<file path="config.mk">
export PLATFORM = sky130hd
export DESIGN_NAME = adder_deser
export DESIGN_NICKNAME = d
export VERILOG_FILES = /design/src/rtl/adder_deser.sv
export SDC_FILE = /design/constraint.sdc
export NUM_CORES = 1
export LEC_CHECK = 0
export BUFFER_PORTS_ARGS = -buffer_cell sky130_fd_sc_hd__clkbuf_2
export CORE_UTILIZATION = 31
export CTS_BUF_LIST = sky130_fd_sc_hd__clkbuf_16
export DETAILED_ROUTE_END_ITERATION = 12
export PLACE_DENSITY = 0.53
export SKIP_CTS_REPAIR_TIMING = 1
export SKIP_LAST_GASP = 1
export SLEW_MARGIN = 20
export SYNTH_ARGS = -nofsm -noshare
export SYNTH_HDL_FRONTEND = slang
export SYNTH_SLANG_ARGS = --single-unit
</file>
<file path="constraint.sdc">
create_clock -name clk -period 9.9 [get_ports clk]
set_clock_uncertainty 0.2 [all_clocks]
set_input_delay 0.495 -clock clk [delete_from_list [all_inputs] [get_ports clk]]
set_output_delay 0.495 -clock clk [all_outputs]
set_load 0.02 [all_outputs]
</file>
<file path="src/rtl/adder_deser.sv">
// adder_deser: serial-to-parallel operand feeder for the adder tree.
// Collects NUM operands of BITS bits over valid/ready into one held group.
//
// Ports:
//   clk, reset      clock, async active-high reset
//   valid, i        upstream operand beat
//   last            short-group terminator (ADDER_DESER_LAST_EN only)
//   ready           upstream may transfer (valid & ready = beat)
//   o               group, slot k at o[k*BITS +: BITS], slot 0 first
//   valid_out       group on o is valid
//   ready_in        downstream accepts (valid_out & ready_in = drain)
//
// Optional build macro: ADDER_DESER_LAST_EN adds the `last` input.
module adder_deser #(
  parameter int BITS = 16,
  parameter int NUM  = 4
) (
  input  logic                clk,
  input  logic                reset,
  input  logic                valid,
  input  logic [BITS-1:0]     i,
`ifdef ADDER_DESER_LAST_EN
  input  logic                last,
`endif
  output logic                ready,
  output logic [NUM*BITS-1:0] o,
  output logic                valid_out,
  input  logic                ready_in
);

  localparam int CW = (NUM > 1) ? $clog2(NUM) : 1;
  localparam logic [CW-1:0] CNT_MAX = CW'(NUM - 1);

  logic [CW-1:0]              cnt;
  logic [NUM-2:0][BITS-1:0]   slot;
  logic [NUM*BITS-1:0]        o_nxt;
  logic                       fin;
  logic                       at_end;
  logic                       acc;
  logic                       done;
  logic                       drain;

`ifdef ADDER_DESER_LAST_EN
  assign fin = valid & last;
`else
  assign fin = 1'b0;
`endif

  // A beat that would complete a group may only enter
  // when the output register is free or draining now.
  assign at_end = (cnt == CNT_MAX) | fin;
  assign ready  = ~at_end | ~valid_out | ready_in;
  assign acc    = valid & ready;
  assign done   = acc & at_end;
  assign drain  = valid_out & ready_in;

  // Slots below cnt come from collection, slot cnt from i,
  // slots above cnt are zero padding (short groups only).
  always_comb begin
    o_nxt = '0;
    for (int k = 0; k < NUM - 1; k++) begin
      if (CW'(k) < cnt)
        o_nxt[k*BITS +: BITS] = slot[k];
      else if (CW'(k) == cnt)
        o_nxt[k*BITS +: BITS] = i;
    end
    if (cnt == CNT_MAX)
      o_nxt[(NUM-1)*BITS +: BITS] = i;
  end

  always_ff @(posedge clk or posedge reset) begin
    if (reset) begin
      cnt       <= '0;
      slot      <= '0;
      o         <= '0;
      valid_out <= 1'b0;
    end else begin
      if (acc)
        cnt <= done ? '0 : cnt + CW'(1);
      for (int k = 0; k < NUM - 1; k++) begin
        if (acc && !done && cnt == CW'(k))
          slot[k] <= i;
      end
      if (done) begin
        o         <= o_nxt;
        valid_out <= 1'b1;
      end else if (drain) begin
        valid_out <= 1'b0;
      end
    end
  end

endmodule

</file>
==> impl_metrics.yaml, run 1 <==
clock_tree:
  h-tree-depth: 4
  cts_buffers: 17
  cts-root-buf: "clkbuf_16"
  cts_tree: "built"
  clk_latency_ns: 0.42
  cts_sinks: 115
  cts_buffer_depth: 2
  clkTransAtPathRegs_ns: 0.05
timing:
  hold_viol: 49
  relSlewSlack_pct: 28.77
  slew_viol_final: 0
  hold_ws_ns: -0.04774
  rsz0062_at_grt: "false"
  setup_tns_ns: 0
  setup_viol: 0
  min_period_over_period_pct: 31.28
  fin_crit_ns: 3.097
  max_freq_mhz: 322.9
  tightest_slew_ns: 1.068
routing:
  dr.first_iter.drc_count: 153
  drt_wl_total_um: 11920
  vias: 3240
  ant_nets: 0
  drc: 0
  vias_per_cell: 4.615
  drt_first_pass_iters: 5
  wire_per_inst_um: 16.99
placed_design:
  dp_hpwl_um: 7620
  place_area_um2: 5931
  io_buffers: 85
  gp_congestion: 0.6734
global_routing:
  grt_use_total_pct: 14.51
  grt_pass1_vias: 3445
  grt_pass1_wl_um: 19380
  overflow: 0
  grt_max_degree: 67
  antenna_found_initial: 0
logic_synthesis:
  postSynthCellCount: 382
  synth_top_family_by_area: "multiplexers"
  yosys.area_share.simple_pct: 6.108
  synth-compound-area-share_pct: 2.939
  syn_nets: 407
  synth_fa_ha_area_share_pct: 1.148
  synthMuxAreaShare_pct: 32.38
  ys_warn_count: 0
  ys_ff_latch: 115
  synth_cell_type_count: 17
  syn_avg_cell_area_um2: 14.26
  yosysSeqAreaShare_pct: 52.81
  syn_area_um2: 5449
  synth-xor-area-share_pct: 0
power:
  p_comb_share_pct: 39.1
  internal_power_mw: 1.615
  p_per_area_nw_per_um2: 374.6
  leakage_nw: 3.173
  power_mw: 2.446
  swShare_pct: 33.98
  p_clk_share_pct: 25.7
  power.share.sequential_pct: 35.2
  worst_ir_drop_vdd_v: 0.0001360
  p_sw_mw: 0.8313
layout:
  num-nets-final: 489
  final_cell_mix: "dfrtp_1, clkbuf_2, mux2_4"
  drive_gt1_share_pct: 52.83
  areaGrowthSynthToFinish_pct: 19.84
  layout_commonest_cell: "dfrtp_1"
  design_area_um2: 6530
  insertedDiodeCount: 0
floorplanning:
  num_rows: 48
  die_h_um: 134.6
  io_pins: 86
  dieArea_um2: 18110
  start_util_pct: 31.61
  core_area_um2: 17240
  die_w_um: 134.6
critical_path:
  worstPathRequired_ns: 10.00
  worstSetupEndpointType: "register"
  worstSetupPathType: "reg2reg"
  worstPathMaxFanout: 50
  r2r_cells: 3
  cp_data_arrival_time_ns: 3.20
  crit_path_start_kind: "register"
hold_path:
  worstHoldPathType: "in2async"
outcome:
  status: "finished, violations left"
  violations: "hold timing"
run:
  max-cap-violations: 0
[power by group through the flow]
| stage | combinational (mW) | sequential (mW) | clock, mW |
|---|---|---|---|
| 5_1_grt | 1.03 | 0.894 | 0.666 |
| 3_5_place_dp | 0.970 | 0.866 | 0 |
| 3_3_place_gp | 0.950 | 0.857 | 0 |
| 6_report | 0.957 | 0.860 | 0.629 |
| 4_1_cts | 0.974 | 0.863 | 0.641 |
| 2_1_floorplan | 0.616 | 0.977 | 0 |
[worst paths after layout]
path                             endpoint     start  slack (ns)
worst max-delay path                o[19]    cnt[1]        6.80
worst min register to register      o[49]     o[49]        0.30
max in group asynchronous           o[16]     reset        8.25
worst max register to register      o[19]    cnt[1]        6.80
worst min-delay path                o[44]     reset       -0.05
min in group clk                valid_out  ready_in        0.17
[area by class of cell]
class                      instances  area [um^2]
multi-input combinational        241         2325
timing repair buffer              86        432.9
clock inverter                    15        173.9
inverter                           3        13.76
clock buffer                      17        425.4
sequential                       115         2878
tap                              225        281.5
fill                            1672        10710
[state kept, by name, indices dropped and copies added (netlist names)]
register,count
o,64
slot,48
cnt,2
valid_out,1
[Yosys cell counts (all sizes together)]
| cell | count | area, um^2 |
|---|---|---|
| inv | 3 | 11.26 |
| o21ai | 32 | 160.2 |
| and3 | 1 | 6.260 |
| nand2 | 69 | 281.5 |
| nand3b | 1 | 7.510 |
| mux2 | 130 | 1764 |
| buf | 17 | 217.7 |
| dfrtp | 115 | 2878 |
| ha | 5 | 62.56 |
| clkbuf | 6 | 22.52 |
| nor2b | 1 | 13.76 |
| nand2b | 1 | 13.76 |
| nand3 | 1 | 10.01 |
[worst max-delay path, stage by stage (launching register included)]
cell and delay (ns):
dfrtp_1 1.01, ha_1 0.45, and3_4 0.90, mux2_4 0.35
[metrics by stage]
stage | setup WS, ns | hold WS (ns) | util, % | cells
after global routing | 6.627 | 0.02068 | 37.88 | 702
after global placement | 6.875 | 0.2840 | 34.41 | 670
after detailed placement | 6.765 | 0.2917 | 34.41 | 670
after CTS | 6.760 | -0.02405 | 37.88 | 702
final | 6.803 | -0.04774 | 37.88 | 702
after floorplan | 6.161 | 0.2753 | - | 382
[cells by family after synthesis]
| logic type | after synthesis |
|---|---|
| buf+inv | 26 |
| fa+ha+maj | 5 |
| compound gates | 32 |
| flops | 115 |
| simple gates | 74 |
| mux | 130 |
[routing by layer]
layer / GRT usage (%) / wire length, um / up-vias
met4: 6.429 / 195 / 0
met5: 0 / 0 / -
met2: 22.05 / 5423 / 84
met3: 4.429 / 596 / 18
met1: 19.03 / 5710 / 1659
li1: - / - / 1479
No activity file was read; power rests on OpenSTA's default activity.
==> inputs of run 2 (changes only) <==
==> constraint.sdc (replaced) <==
create_clock -name clk -period 3 [get_ports clk]
set_clock_uncertainty 0.2 [all_clocks]
set_input_delay 0.15 -clock clk [delete_from_list [all_inputs] [get_ports clk]]
set_output_delay 0.15 -clock clk [all_outputs]
set_load 0.02 [all_outputs]
==> run 2 against run 1 <==
The flow now finishes without violations. Die area unchanged. Routed wire length down 0.65%. Non-clock buffer count up 28. Global-route usage down 0.42 points. Critical path depth up 1. Sequential share of layout area down 1.3 points. Utilization up 1.2 points.
==> impl_metrics.yaml, run 2 (synthesized netlist as in run 1, its figures left out) <==
power:
  worst_ir_drop_vdd_v: 0.0005281
  p_per_area_nw_per_um2: 1164
  leakage_nw: 3.251
layout:
  final_cell_mix: "dfrtp_1, clkbuf_2, mux2_4"
  layout.cells.non_filler: 727
  largest_register_ffs: 64
  insertedDiodeCount: 0
  num-nets-final: 517
  n_fill_cell: 1652
  largest_register: "o"
  drive_gt1_share_pct: 50.80
  areaGrowthSynthToFinish_pct: 23.54
  top_regs: "o x64, slot x48, cnt x2"
  layout_commonest_cell: "dfrtp_1"
critical_path:
  path_delay_family: "simple AND/OR/NAND/NOR gates"
  crit_path_start_kind: "register"
  cp_data_arrival_time_ns: 2.53
  cp_slowest_cell: "and3_4"
  worstPathRequired_ns: 3.09
  worstPathMaxFanout: 26
  critPathBufInv: 1
  crit_chain: "ha_1 > and3_4 > buf_12 > mux2_4"
  r2r_slack_ns: 0.56
  cpPeakStageDelay_ns: 0.62
  worstSetupPathType: "reg2reg"
  worstSetupEndpointType: "register"
floorplanning:
  die_w_um: 134.6
  start_util_pct: 31.61
  io_pins: 86
  core_area_um2: 17240
  dieArea_um2: 18110
  die_h_um: 134.6
  num_rows: 48
timing:
  min_period_over_period_pct: 81.41
  hold_viol: 0
  rsz0062_at_grt: "false"
  relSlewSlack_pct: 47.78
  fin_crit_ns: 2.442
  setup_viol: 0
  tightest_slew_ns: 0.7816
  worst_slack_ns: 0.5578
  setup_tns_ns: 0
  slew_viol_final: 0
  max_freq_mhz: 409.5
clock_tree:
  cts_buffers: 17
  clkTransAtPathRegs_ns: 0.05
  cts-root-buf: "clkbuf_16"
  cts_tree: "built"
  cts_buffer_depth: 2
  clk_latency_ns: 0.42
  h-tree-depth: 4
  cts_sinks: 115
global_routing:
  grt_max_degree: 44
  overflow: 0
  antenna_found_initial: 0
  grt_use_total_pct: 14.09
  grt_pass1_vias: 3437
  grt_pass1_wl_um: 18910
routing:
  ant_nets: 0
  drc: 0
  drt_first_pass_iters: 4
  vias: 3267
  vias_per_cell: 4.494
  drt_wl_total_um: 11850
  wire_per_inst_um: 16.29
  dr.first_iter.drc_count: 100
placed_design:
  pre_cts_ws_ns: 0.5552
  placed_cells: 679
  dp_hpwl_um: 7927
  io_buffers: 85
  gp_congestion: 0.7278
hold_path:
  worstHoldPathType: "in2async"
outcome:
  status: "complete, no violations"
run:
  max-cap-violations: 0
-- run 2: changes by cell type in the layout (fill, tap and decap cells not counted) --
cell           before  now
buf_4               1    7
clkinv_1            1    4
clkinv_2            6    3
clkinvlp_4          0    2
clkinv_4            1    0
inv_4               1    0
bufinv_16           4    1
dlygate4sd3_1       0   19
buf_12              0    3
-- run 2: path summary, 6_finish.rpt --
path | from | to | depth (start not counted)
setup / recovery | cnt[1] | o[23] | 4
hold / removal | reset | o[46] | 3
setup reg to reg | cnt[1] | o[23] | 4
hold reg to reg | o[51] | o[51] | 1
max in group asynchronous | reset | o[14] | 4
min in group clk | o[51] | o[51] | 1
-- run 2: through the flow --
stage               util, %  hold WS (ns)  power, mW  instance area [um^2]
floorplan                 -       0.09806      5.260                  5453
global placement      35.02        0.1260      6.022                  6037
detailed placement    35.02        0.1345      6.096                  6037
CTS                   37.95       -0.3146      7.908                  6541
global route          39.05        0.2912      8.302                  6731
finish                39.05        0.2086      7.832                  6731
-- run 2: power breakdown --
group          switching (mW)  total [mW]  internal [mW]  leakage, nW
Clock                   0.671        1.76           1.09        0.258
Sequential              0.486        2.82           2.33         1.41
Combinational            1.56        3.25           1.69         1.59
-- run 2: area by class of cell --
| class | instances | area [um^2] | share of cell area, % |
|---|---|---|---|
| Sequential cell | 115 | 2878 | 42.75 |
| Multi-Input combinational cell | 241 | 2325 | 34.54 |
| Timing Repair Buffer | 114 | 728.2 | 10.82 |
| Clock buffer | 17 | 425.4 | 6.320 |
| Tap cell | 225 | 281.5 | 4.182 |
| Clock inverter | 12 | 78.83 | 1.171 |
| Inverter | 3 | 15.01 | 0.2230 |
-- run 2: layer usage --
| metal | wire length [um] | vias up | global-route usage, % |
|---|---|---|---|
| met2 | 5407 | 76 | 21.47 |
| met5 | 0 | - | 0 |
| met1 | 5719 | 1646 | 18.73 |
| li1 | - | 1533 | - |
| met3 | 560 | 12 | 4.092 |
| met4 | 159 | 0 | 5.805 |
-- run 2: worst reg2reg max path, stage by stage (launching register included) --
cell and delay, ns:
dfrtp_1 0.58, ha_1 0.36, and3_4 0.62, buf_12 0.25
mux2_4 0.31
==> inputs of run 3 (changes only) <==
==> constraint.sdc (replaced) <==
create_clock -name clk -period 2.3 [get_ports clk]
set_clock_uncertainty 0.2 [all_clocks]
set_input_delay 0.115 -clock clk [delete_from_list [all_inputs] [get_ports clk]]
set_output_delay 0.115 -clock clk [all_outputs]
set_load 0.02 [all_outputs]
==> run 3 against run 2 <==
The run now ends with hold timing left. Cell area rose by 1.1%. Count of clock-buffer cells in the layout is the same. Utilization increased by 0.41 points. Register-to-register slack worse by 0.29 ns. Die area did not move. Combinational power is 31% higher. Flip-flop and latch count unchanged. Clock power increased by 48%. Sequential share of layout area decreased by 0.45 points. Critical endpoint is now o[36]. Largest cell class unchanged. Highest routed layer unchanged.
==> impl_metrics.yaml, run 3 (synthesized netlist as in run 1, its figures left out) <==
layout:
  layout_commonest_cell: "dfrtp_1"
  n_fill_cell: 1642
  top_regs: "o x64, slot x48, cnt x2"
  largest_register: "o"
  design_area_um2: 6803
  insertedDiodeCount: 0
  drive_gt1_share_pct: 52.48
  final_cell_mix: "dfrtp_1, clkbuf_2, mux2_4"
  num-nets-final: 517
  largest_register_ffs: 64
  areaGrowthSynthToFinish_pct: 24.84
global_routing:
  busiest_layer: "met2"
  overflow: 0
  grt_util_met3_pct: 4.805
  grt_use_total_pct: 14.08
  grt_pass1_wl_um: 18930
  met1_usage_pct: 18.94
  grt_max_degree: 38
  grt_pass1_vias: 3386
  grtUsageMet2_pct: 21.50
  antenna_found_initial: 0
critical_path:
  worstPathMaxFanout: 26
  worstSetupPathType: "reg2reg"
  r2r_cells: 4
  worstPathRequired_ns: 2.39
  worstSetupEndpointType: "register"
  crit_path_start_kind: "register"
  cp_data_arrival_time_ns: 2.13
placed_design:
  io_buffers: 85
  place_area_um2: 6025
  gp_congestion: 0.6671
  dp_hpwl_um: 7979
timing:
  relSlewSlack_pct: 64.00
  fin_crit_ns: 2.035
  slew_viol_final: 0
  hold_viol: 2
  setup_tns_ns: 0
  tightest_slew_ns: 0.5394
  max_freq_mhz: 491.3
  setup_viol: 0
  rsz0062_at_grt: "false"
  hold_ws_ns: -0.001461
  min_period_over_period_pct: 88.49
floorplanning:
  die_w_um: 134.6
  num_rows: 48
  die_h_um: 134.6
  io_pins: 86
  dieArea_um2: 18110
  core_area_um2: 17240
  start_util_pct: 31.61
routing:
  drt_first_pass_iters: 5
  wire_per_inst_um: 16.28
  dr.first_iter.drc_count: 139
  ant_nets: 0
  vias_per_cell: 4.482
  drc: 0
  vias: 3272
  drt_wl_total_um: 11890
clock_tree:
  cts_tree: "built"
  cts_buffer_depth: 2
  cts_buffers: 17
  cts_sinks: 115
  h-tree-depth: 4
  cts-root-buf: "clkbuf_16"
  clkTransAtPathRegs_ns: 0.06
  clk_latency_ns: 0.41
power:
  p_per_area_nw_per_um2: 1543
  power_mw: 10.49
  leakage_nw: 3.260
  worst_ir_drop_vdd_v: 0.0008511
hold_path:
  worstHoldPathType: "in2async"
outcome:
  violations: "hold timing"
  status: "finished, violations left"
run:
  max-cap-violations: 0
==> run 3: final cells by class <==
class	instances	area (um^2)	share of cell area [%]
clock buffers	17	425.4	6.253
repair buffers	114	715.7	10.52
flip-flops and latches	115	2878	42.30
inverters	3	15.01	0.2207
multi-input cells	241	2327	34.21
well taps	225	281.5	4.138
clock inverters	15	160.2	2.354
==> run 3: critical path, cell delays in order (launching register included) <==
cell	delay, ns
dfrtp_1	0.41
ha_1	0.33
and3_4	0.38
buf_12	0.26
mux2_4	0.32
==> run 3: metrics by stage <==
step / setup slack (ns) / utilization [%] / instances
after floorplan: 0.07550 / - / 382
after global routing: 0.1416 / 39.47 / 730
after detailed placement: 0.1242 / 34.95 / 679
after CTS: 0.1183 / 38.35 / 711
final: 0.2646 / 39.47 / 730
after global placement: 0.2033 / 34.95 / 679
==> run 3: power breakdown <==
group | internal, mW | switching, mW
combinational | 2.20 | 2.06
sequential | 3.04 | 0.589
clock | 1.60 | 0.998
==> run 3: metal layers <==
metal  part of all wire [%]  vias up
li1                       -     1534
met1                     49     1660
met2                     46       72
met3                    4.4        6
met4                   0.77        0
met5                      0        -
==> run 3: path summary, 6_finish.rpt <==
| check | end | slack (ns) | from |
|---|---|---|---|
| max | o[36] | 0.26 | cnt[1] |
| min | o[42] | -0.001 | reset |
| max reg2reg | o[36] | 0.26 | cnt[1] |
| min reg2reg | o[52] | 0.30 | o[52] |
| max in group asynchronous | o[38] | 1.16 | reset |
| min in group clk | o[52] | 0.30 | o[52] |
